$ cat config.mk
export PLATFORM = sky130hd
export DESIGN_NAME = keypad_matrix_evq
export DESIGN_NICKNAME = d
export VERILOG_FILES = /design/src/rtl/keypad_matrix_evq.sv
export SDC_FILE = /design/constraint.sdc
export NUM_CORES = 1
export LEC_CHECK = 0
export BUFFER_PORTS_ARGS = -buffer_cell sky130_fd_sc_hd__buf_2
export CORE_ASPECT_RATIO = 1.4
export CORE_UTILIZATION = 40
export CTS_CLUSTER_DIAMETER = 150
export DETAILED_ROUTE_END_ITERATION = 8
export PLACE_DENSITY = 0.56
export SETUP_SLACK_MARGIN = 0.3
export SLEW_MARGIN = 40
export SYNTH_ARGS = -nofsm -noshare
export SYNTH_HDL_FRONTEND = slang
export SYNTH_SLANG_ARGS = --single-unit
$ cat constraint.sdc
create_clock -name clk -period 8.2 [get_ports clk]
set_input_delay 0.82 -clock clk [delete_from_list [all_inputs] [get_ports clk]]
set_output_delay 0.82 -clock clk [all_outputs]
set_load 0.05 [all_outputs]
$ cat src/rtl/keypad_matrix_evq.sv
// keypad_matrix_evq: scans a ROWSxCOLS key matrix, debounces each key and queues
// press/release/auto-repeat events in a first-word-fall-through FIFO.
module keypad_matrix_evq #(
  parameter int ROWS       = 4,
  parameter int COLS       = 4,
  parameter int CLK_HZ     = 50_000_000,
  parameter int SCAN_HZ    = 1000,
  parameter int DEB_FRAMES = 4,
  parameter int REPEAT_EN  = 1,
  parameter int REP_DELAY  = 50,
  parameter int REP_RATE   = 10,
  parameter int FIFO_DEPTH = 8
) (
  input  logic                         clk,
  input  logic                         RSTn,
  input  logic [COLS-1:0]              col,
  output logic [ROWS-1:0]              row,
  output logic [ROWS*COLS-1:0]         key_state,
  output logic                         light,
  output logic                         ev_valid,
  input  logic                         ev_ready,
  output logic [$clog2(ROWS*COLS)-1:0] ev_code,
  output logic                         ev_press,
  output logic                         ev_rep,
  output logic [$clog2(FIFO_DEPTH):0]  fifo_cnt,
  output logic                         overflow,
  input  logic                         ovf_clr
);
  localparam int N   = ROWS * COLS;
  localparam int CW  = $clog2(N);
  localparam int AW  = $clog2(FIFO_DEPTH);
  localparam int DIV = CLK_HZ / SCAN_HZ;
  localparam int DW  = $clog2(DIV);
  localparam int RW  = $clog2(ROWS);
  localparam int PW  = $clog2(REP_DELAY + 1) + 1;

  logic [COLS-1:0] col_m, col_s;
  logic [DW-1:0] div_cnt;
  logic [RW-1:0] cur_row;
  logic started, tick, frame_end;
  logic [(ROWS-1)*COLS-1:0] raw;
  logic [N-1:0] raw_now, flip, ks_nx, chg;
  logic [N-1:0][3:0] deb;
  logic [PW-1:0] rep_cnt;
  logic one_held, rep_hit, rep_pend, ser_busy, push, pop, full, wr;
  logic [CW-1:0] ser_idx;
  logic [CW+1:0] mem [FIFO_DEPTH];
  logic [AW-1:0] wp, rp;
  logic [AW:0] cnt;

  assign tick      = div_cnt == DW'(DIV - 1);
  assign frame_end = tick && started && cur_row == RW'(ROWS - 1);
  // the last row is sampled on the frame-end tick itself, so it comes straight from the synchronizer
  assign raw_now   = {~col_s, raw};
  assign ks_nx     = key_state ^ flip;
  assign one_held  = ks_nx != '0 && (ks_nx & (ks_nx - 1'b1)) == '0;
  assign rep_hit   = REPEAT_EN != 0 && flip == '0 && one_held && rep_cnt + 1'b1 == PW'(REP_DELAY);

  always_comb begin
    flip = '0;
    for (int i = 0; i < N; i++) flip[i] = raw_now[i] != key_state[i] && deb[i] == 4'(DEB_FRAMES - 1);
  end

  always_ff @(posedge clk or negedge RSTn)
    if (!RSTn) begin
      col_m <= '1; col_s <= '1; div_cnt <= '0; cur_row <= '0; started <= 1'b0; raw <= '0;
    end else begin
      col_m <= col;
      col_s <= col_m;
      div_cnt <= tick ? '0 : div_cnt + 1'b1;
      if (tick) started <= 1'b1;
      if (tick && started) begin
        if (cur_row != RW'(ROWS - 1)) raw[cur_row*COLS +: COLS] <= ~col_s;
        cur_row <= cur_row == RW'(ROWS - 1) ? '0 : cur_row + 1'b1;
      end
    end

  // after a repeat the counter is rewound so the next one lands REP_RATE frames later
  always_ff @(posedge clk or negedge RSTn)
    if (!RSTn) begin
      key_state <= '0; chg <= '0; deb <= '0; rep_cnt <= '0; rep_pend <= 1'b0;
    end else if (frame_end) begin
      key_state <= ks_nx;
      chg <= flip;
      rep_pend <= rep_hit;
      rep_cnt <= (flip != '0 || !one_held) ? '0 : rep_hit ? PW'(REP_DELAY - REP_RATE) : rep_cnt + 1'b1;
      for (int i = 0; i < N; i++) deb[i] <= (raw_now[i] != key_state[i] && !flip[i]) ? deb[i] + 4'd1 : 4'd0;
    end

  assign push = ser_busy && (chg[ser_idx] || (rep_pend && key_state[ser_idx]));
  assign pop  = ev_valid && ev_ready;
  assign full = cnt == (AW + 1)'(FIFO_DEPTH);
  assign wr   = push && (!full || pop);

  always_ff @(posedge clk) if (wr) mem[wp] <= {ser_idx, key_state[ser_idx], rep_pend};

  always_ff @(posedge clk or negedge RSTn)
    if (!RSTn) begin
      ser_busy <= 1'b0; ser_idx <= '0; wp <= '0; rp <= '0; cnt <= '0; overflow <= 1'b0;
    end else begin
      if (frame_end) begin
        ser_busy <= 1'b1;
        ser_idx <= '0;
      end else if (ser_busy) begin
        ser_idx <= ser_idx + 1'b1;
        ser_busy <= ser_idx != CW'(N - 1);
      end
      if (wr) wp <= wp + 1'b1;
      if (pop) rp <= rp + 1'b1;
      cnt <= (wr && !pop) ? cnt + 1'b1 : (pop && !wr) ? cnt - 1'b1 : cnt;
      overflow <= (push && !wr) || (overflow && !ovf_clr);
    end

  assign ev_valid = cnt != '0;
  assign {ev_code, ev_press, ev_rep} = ev_valid ? mem[rp] : '0;
  assign fifo_cnt = cnt;
  assign light = |key_state;
  assign row = started ? ~(ROWS'(1) << cur_row) : '1;
endmodule

== Yosys cells after proc, flatten, opt, wreduce, memory -nomap -nowiden ==
Memories as Yosys holds them, arrays and structs flattened.
Cells that the tools add are included.
Word-level totals
  memories kept: 1
  register bits after elaboration: 159
  logic and storage cells: 219
  output and inout port bits: 33
  bits of input ports: 8
  RAM bits: 48
Memory list
  mem: words 8, bits a word 6, read ports 1, clocked after memory_dff 0, write ports 1, RTL line 47  | logic [CW+1:0] mem [FIFO_DEPTH];
Cells by class
  equal/unequal tests: 38
  magnitude comparators: 1
  reduce and logical (&&, ||, !) cells: 79
  bitwise logic cells: 4
  muxes and demuxes: 35
  shift-type cells: 3
  $add $sub $neg: 26
Operator list (number)
  4-bit 2-to-1 mux: 21
  4-bit by 1-bit adder with 4-bit output, second input constant: 18
  4-bit by 2-bit equality test with 1-bit output, second input constant: 16
  1-bit logical AND: 45
  4-bit negator with 34-bit output: 1
  4-bit by 34-bit variable shift with 12-bit output, first input constant: 1
  4-bit by 34-bit indexed part select with 12-bit output: 1
  16-bit zero test: 2
  16-bit nonzero test: 2
  1-bit zero test: 21
  16-bit by 1-bit adder with 16-bit output, second input constant: 1
  16-bit bitwise AND: 1
  16-bit equality test, second input constant: 1
  16-bit 2-to-1 mux: 1
  1-bit != test: 16
  16-bit OR reduction: 1
  16-bit by 1-bit subtractor with 16-bit output, second input constant: 1
  16-bit XOR: 1
  7-bit 2-to-1 mux: 2
  12-bit bitwise mux: 1
  1-bit binary-select mux with 4-bit select: 2
  4-bit NOT: 2
  7-bit by 1-bit adder with 7-bit output, second input constant: 1
  7-bit by 6-bit equality test with 1-bit output, second input constant: 1
  16 further kinds: 26

== Logic depth before layout (Yosys ltp) ==
  word-level depth: 12
  mapped depth: 14
  depth with buffers taken out: 12

== Worst setup path after synthesis ==
Ideal clock, no wire load.
  path kind: register to register
  from: register key_state[15]
  to: register cnt[3] (netlist: fifo_cnt[3])
  path buffers: 1
  data arrival time: 3336 ps
  setup time: 145 ps
  clock period less this slack: 3481 ps
  required time: 8055 ps
  cell stages (with the launch flop): 14
  path slack: 4719 ps
  path through: dfrtp_1 > mux4_2 > mux4_2 > a21o_1 > and3_1 > buf_2 > ha_1 > inv_1 > ha_1 > a21o_1 > a21oi_1 > xnor2_1 > nor2_1 > xor2_1
On the way
  longest elaborated chain between the ends: 9
  elaborated cells on any way between the ends: 11
  classes of those cells: 3 x mux; 8 x reduce/logical
RTL lines
  start, declared: RTL line 18  | output logic [ROWS*COLS-1:0] key_state,
  start signal, assigned: RTL line 83  | key_state <= ks_nx;
  1-bit binary-select mux with 4-bit select (*): RTL line 90  | assign push = ser_busy && (chg[ser_idx] || (rep_pend && key_state[ser_idx]));
  1-bit 2-to-1 mux (implied by the code) (*): RTL line 90
  1-bit logical AND (*): RTL line 90
  1-bit logical OR (*): RTL line 90
  1-bit logical AND (*): RTL line 90
  1-bit logical AND (*): RTL line 93  | assign wr = push && (!full || pop);
  net wr: RTL line 45  | logic one_held, rep_hit, rep_pend, ser_busy, push, pop, full, wr;
  1-bit zero test: RTL line 110  | cnt <= (wr && !pop) ? cnt + 1'b1 : (pop && !wr) ? cnt - 1'b1 : cnt;
  1-bit logical AND: RTL line 110
  2-bit nonzero test (no source line)
  end signal, assigned: RTL line 110
  end, declared: RTL line 49  | logic [AW:0] cnt;
The timed path passes the listed nets; every way through them passes the cells marked *. The select of a mux whose other input is x is not followed.
A chain may end at the register's enable or synchronous reset.

== Worst setup path after layout ==
  from: register ser_idx[0]
  to: register cnt[3] (netlist: fifo_cnt[3])
On the way
  longest elaborated chain between the ends: 9
  elaborated cells on any way between the ends: 13
  classes of those cells: 5 x mux; 8 x reduce/logical
RTL lines
  start, declared: RTL line 46  | logic [CW-1:0] ser_idx;
  start signal, assigned: RTL line 105  | ser_idx <= ser_idx + 1'b1;
  1-bit binary-select mux with 4-bit select: RTL line 90
  1-bit 2-to-1 mux (implied by the code): RTL line 90
  1-bit logical AND: RTL line 90
  1-bit logical OR (*): RTL line 90
  1-bit logical AND (*): RTL line 90
  1-bit logical AND (*): RTL line 93
  1-bit zero test: RTL line 110
  1-bit logical AND: RTL line 110
  2-bit nonzero test (no source line)
Mark *: on every way between the ends. The rest lies on a longest branch, timed or not. The select of a mux whose other input is x is not followed.

==> impl_metrics.json <==
{
  "fmax_mhz": 274,
  "max_stage_delay_ns": 0.64,
  "critPathLaunch": "ser_idx[0]",
  "ioPinCount": 41,
  "post-cts-setup-buffers": 0,
  "start_util_pct": 41.1,
  "drt-vias-per-instance": 5.22,
  "ys.warnings.count": 0,
  "grt_start_max_net_pins": 110,
  "clkTransAtPathRegs_ns": 0.06,
  "wl_per_cell_um": 16.4,
  "switchingPower_w": 0.000419,
  "syn-cell-area_mm2": 0.00995,
  "fin_skew_ns": 0.0130,
  "fin_ws_ns": 4.55,
  "via_count": 6711,
  "numPortBuffers": 40,
  "path_buf_inv": 1,
  "track_usage_pct": 17.4,
  "floorplan.die_area_mm2": 0.0255,
  "die_h_um": 189,
  "h-tree-depth": 1,
  "gr-total-overflow": 0,
  "clkPwrFrac_pct": 47.1,
  "synth_cell_type_count": 51,
  "drive_gt1_share_pct": 14.5,
  "arrival_ns": 4.03,
  "seqCellArea_mm2": 0.00543,
  "ys_ff_latch": 207,
  "setup_tns_ns": 0,
  "nFillCells": 2233,
  "p_leak_nw": 4.97,
  "drv_slew": 0,
  "crit_type": "flip-flop to flip-flop",
  "p_seq_share_pct": 51.8,
  "finalSetupViolCount": 0,
  "dp_hpwl_mm": 14.6,
  "antenna_found_initial": 0,
  "hp-class": "input pin to asynchronous set/reset pin",
  "syn_avg_cell_area_um2": 10.9,
  "yosys.area.top_type": "dfrtp_1",
  "seq_area_frac_synth_pct": 54.6,
  "rows": 67,
  "synth_async_sr_flop_share_pct": 76.8,
  "synth-edff-count": 48,
  "synth.net_count": 953,
  "fin_hold_ws_ns": 0.324,
  "gp_congestion": 0.755,
  "slew_headroom_pct": 48.9,
  "cts_buffers": 22,
  "ys.flop_type": "dfrtp_1",
  "p_sw_share_pct": 20.5,
  "r2r_start": "ser_idx[0]",
  "synth.area.top_cells": "dfrtp_1, edfxtp_1, nand2_1, mux4_2, o21ai_0",
  "drc": 0,
  "clkLatencyLatePin_ns": 0.50,
  "worstPathMaxFanout": 19,
  "period_needed_ns": 3.65,
  "drt_wl_total_mm": 21.0,
  "drtIter0Drc": 309,
  "ir_worst_vdd_uv": 163,
  "worstPathCellList": "mux4_2 -> mux4_2 -> a21o_1 -> and3_1 -> ha_1 -> inv_1 -> ha_1 -> a21o_1 -> a21oi_1 -> xnor2_1 -> nor2_1 -> xor2_1",
  "reg2reg_slack_ns": 4.55,
  "critical_path_required_ns": 8.58,
  "cts_tree": "yes",
  "fin_crit_sh_pct": 44.5,
  "cp_slowest_cell": "dfrtp_2",
  "outcome": "finished clean",
  "die_x_um": 135,
  "grt_pass1_vias": 6774,
  "cp-start-kind": "flip-flop",
  "rsz0062_at_grt": "no",
  "worst_setup_path_end_kind": "flip-flop",
  "core_area_mm2": 0.0242,
  "multi_input_area_mm2": 0.00433,
  "synth_top_area_share_pct": 38.0,
  "ctsRootBufferMaster": "clkbuf_16",
  "cts_hold_buf": 0,
  "dp_slack_ns": 4.26,
  "drv_cap": 0,
  "hold_viol": 0,
  "worst_pin_slew_ns": 0.767,
  "nNetsFinal": 998,
  "power.internal_w": 0.00162,
  "postRouteAntennaNets": 0,
  "netlist_instances": 914,
  "p_per_area_mw_per_mm2": 181,
  "comb_power_share_pct": 1.1,
  "areaGrowthSynthToFinish_pct": 12.8,
  "first_pass_iters": 4,
  "clock_sinks": 207,
  "cts_resized": 0,
  "clk_path_buf_depth": 3,
  "antenna_cells": 0,
  "grt_pass1_wl_mm": 35.1,
  "cp_top_family": "multiplexers"
}
## cells by family after synthesis
kind of cell / Yosys count / share of synthesized area (%)
simple gates: 371 / 17.6
flops: 207 / 54.6
compound gates: 154 / 9.29
mux: 53 / 8.51
buf+inv: 52 / 2.05
xor+xnor: 46 / 4.05
fa+ha+maj: 31 / 3.97
## through the flow
step	power [W]	cell area (µm²)	utilization, %	instances
3_5_place_dp	0.00110	10500	43.5	1245
6_report	0.00204	11200	46.4	1285
3_3_place_gp	0.00110	10500	43.4	1245
2_1_floorplan	0.00108	9950	-	914
4_1_cts	0.00207	11200	46.3	1285
5_1_grt	0.00212	11200	46.4	1285
## sequential cells by signal (all words and copies together), names as in the netlist, 2 cells and up
register and count:
col_m 4, key_state 16, chg 16, ser_idx 4, rp 3, rep_cnt 7
col_s 4, cur_row 2, div_cnt 16, raw 12, deb 64, fifo_cnt 4
mem 48, wp 3
## final cells by class
class / instances / share of cell area, %
clock buffers: 32 / 5.55
clock inverters: 8 / 0.657
inverters: 23 / 0.769
multi-input cells: 655 / 38.6
flip-flops and latches: 207 / 48.4
well taps: 310 / 3.45
repair buffers: 50 / 2.62
## cell usage in the layout (no fill, tap or decap), types with 6 or more instances in the layout
cell type,count
nor2b_1,12
clkbuf_1,7
xnor2_1,21
mux4_2,22
dfstp_2,8
dfrtp_1,149
nand3_1,44
nor2_1,49
mux2i_1,21
a21bo_2,8
ha_1,30
nor3_1,10
clkbuf_16,23
o21ai_0,89
xor2_1,25
nand2_1,177
nor3b_1,17
a21oi_1,7
buf_4,8
edfxtp_1,48
buf_2,39
nand4_1,10
mux2_2,6
o31ai_1,29
nand2b_1,21
inv_1,22
## power groups by stage
| stage | Clock (W) | Sequential (W) | Combinational [W] |
|---|---|---|---|
| 4_1_cts | 0.000990 | 0.00106 | 0.0000239 |
| 5_1_grt | 0.00103 | 0.00106 | 0.0000268 |
| 2_1_floorplan | 0 | 0.00107 | 0.00000381 |
| 3_5_place_dp | 0 | 0.00108 | 0.0000239 |
| 3_3_place_gp | 0 | 0.00108 | 0.0000239 |
| 6_report | 0.000959 | 0.00106 | 0.0000223 |
## worst reg2reg max path, cell delays in order (launching register included)
cell and delay (ns):
dfrtp_2 0.64, mux4_2 0.55, mux4_2 0.58, a21o_1 0.23, and3_1 0.24, ha_1 0.24, inv_1 0.11, ha_1 0.24
a21o_1 0.17, a21oi_1 0.18, xnor2_1 0.15, nor2_1 0.07, xor2_1 0.14
## metal layers
| layer | routed length, µm | vias up | global-route usage, % |
|---|---|---|---|
| met5 | 0 | - | 0 |
| met4 | 320 | 0 | 4.19 |
| met3 | 881 | 24 | 3.12 |
| met2 | 10900 | 88 | 31.5 |
| met1 | 8900 | 3269 | 21.2 |
| li1 | - | 3330 | - |
## final timing paths
kind / endpoint / cells after the start
max in group asynchronous: deb[53] / 2
setup / recovery: fifo_cnt[3] / 12
hold reg to reg: col_s[2] / 0
setup reg to reg: fifo_cnt[3] / 12
hold / removal: ser_idx[3] / 1
min in group clk: col_s[2] / 0
## cells in the mapped netlist, types with 21 or more instances
cell      instances
nand3_1          45
o31ai_1          29
xor2_1           25
ha_1             30
o21ai_0          89
nand2_1         177
nand2b_1         21
dfrtp_1         151
mux2i_1          21
edfxtp_1         48
inv_1            22
xnor2_1          21
nor2_1           49
clkbuf_1         22
mux4_2           22
Note: power is estimated with default switching activity, not from simulation.
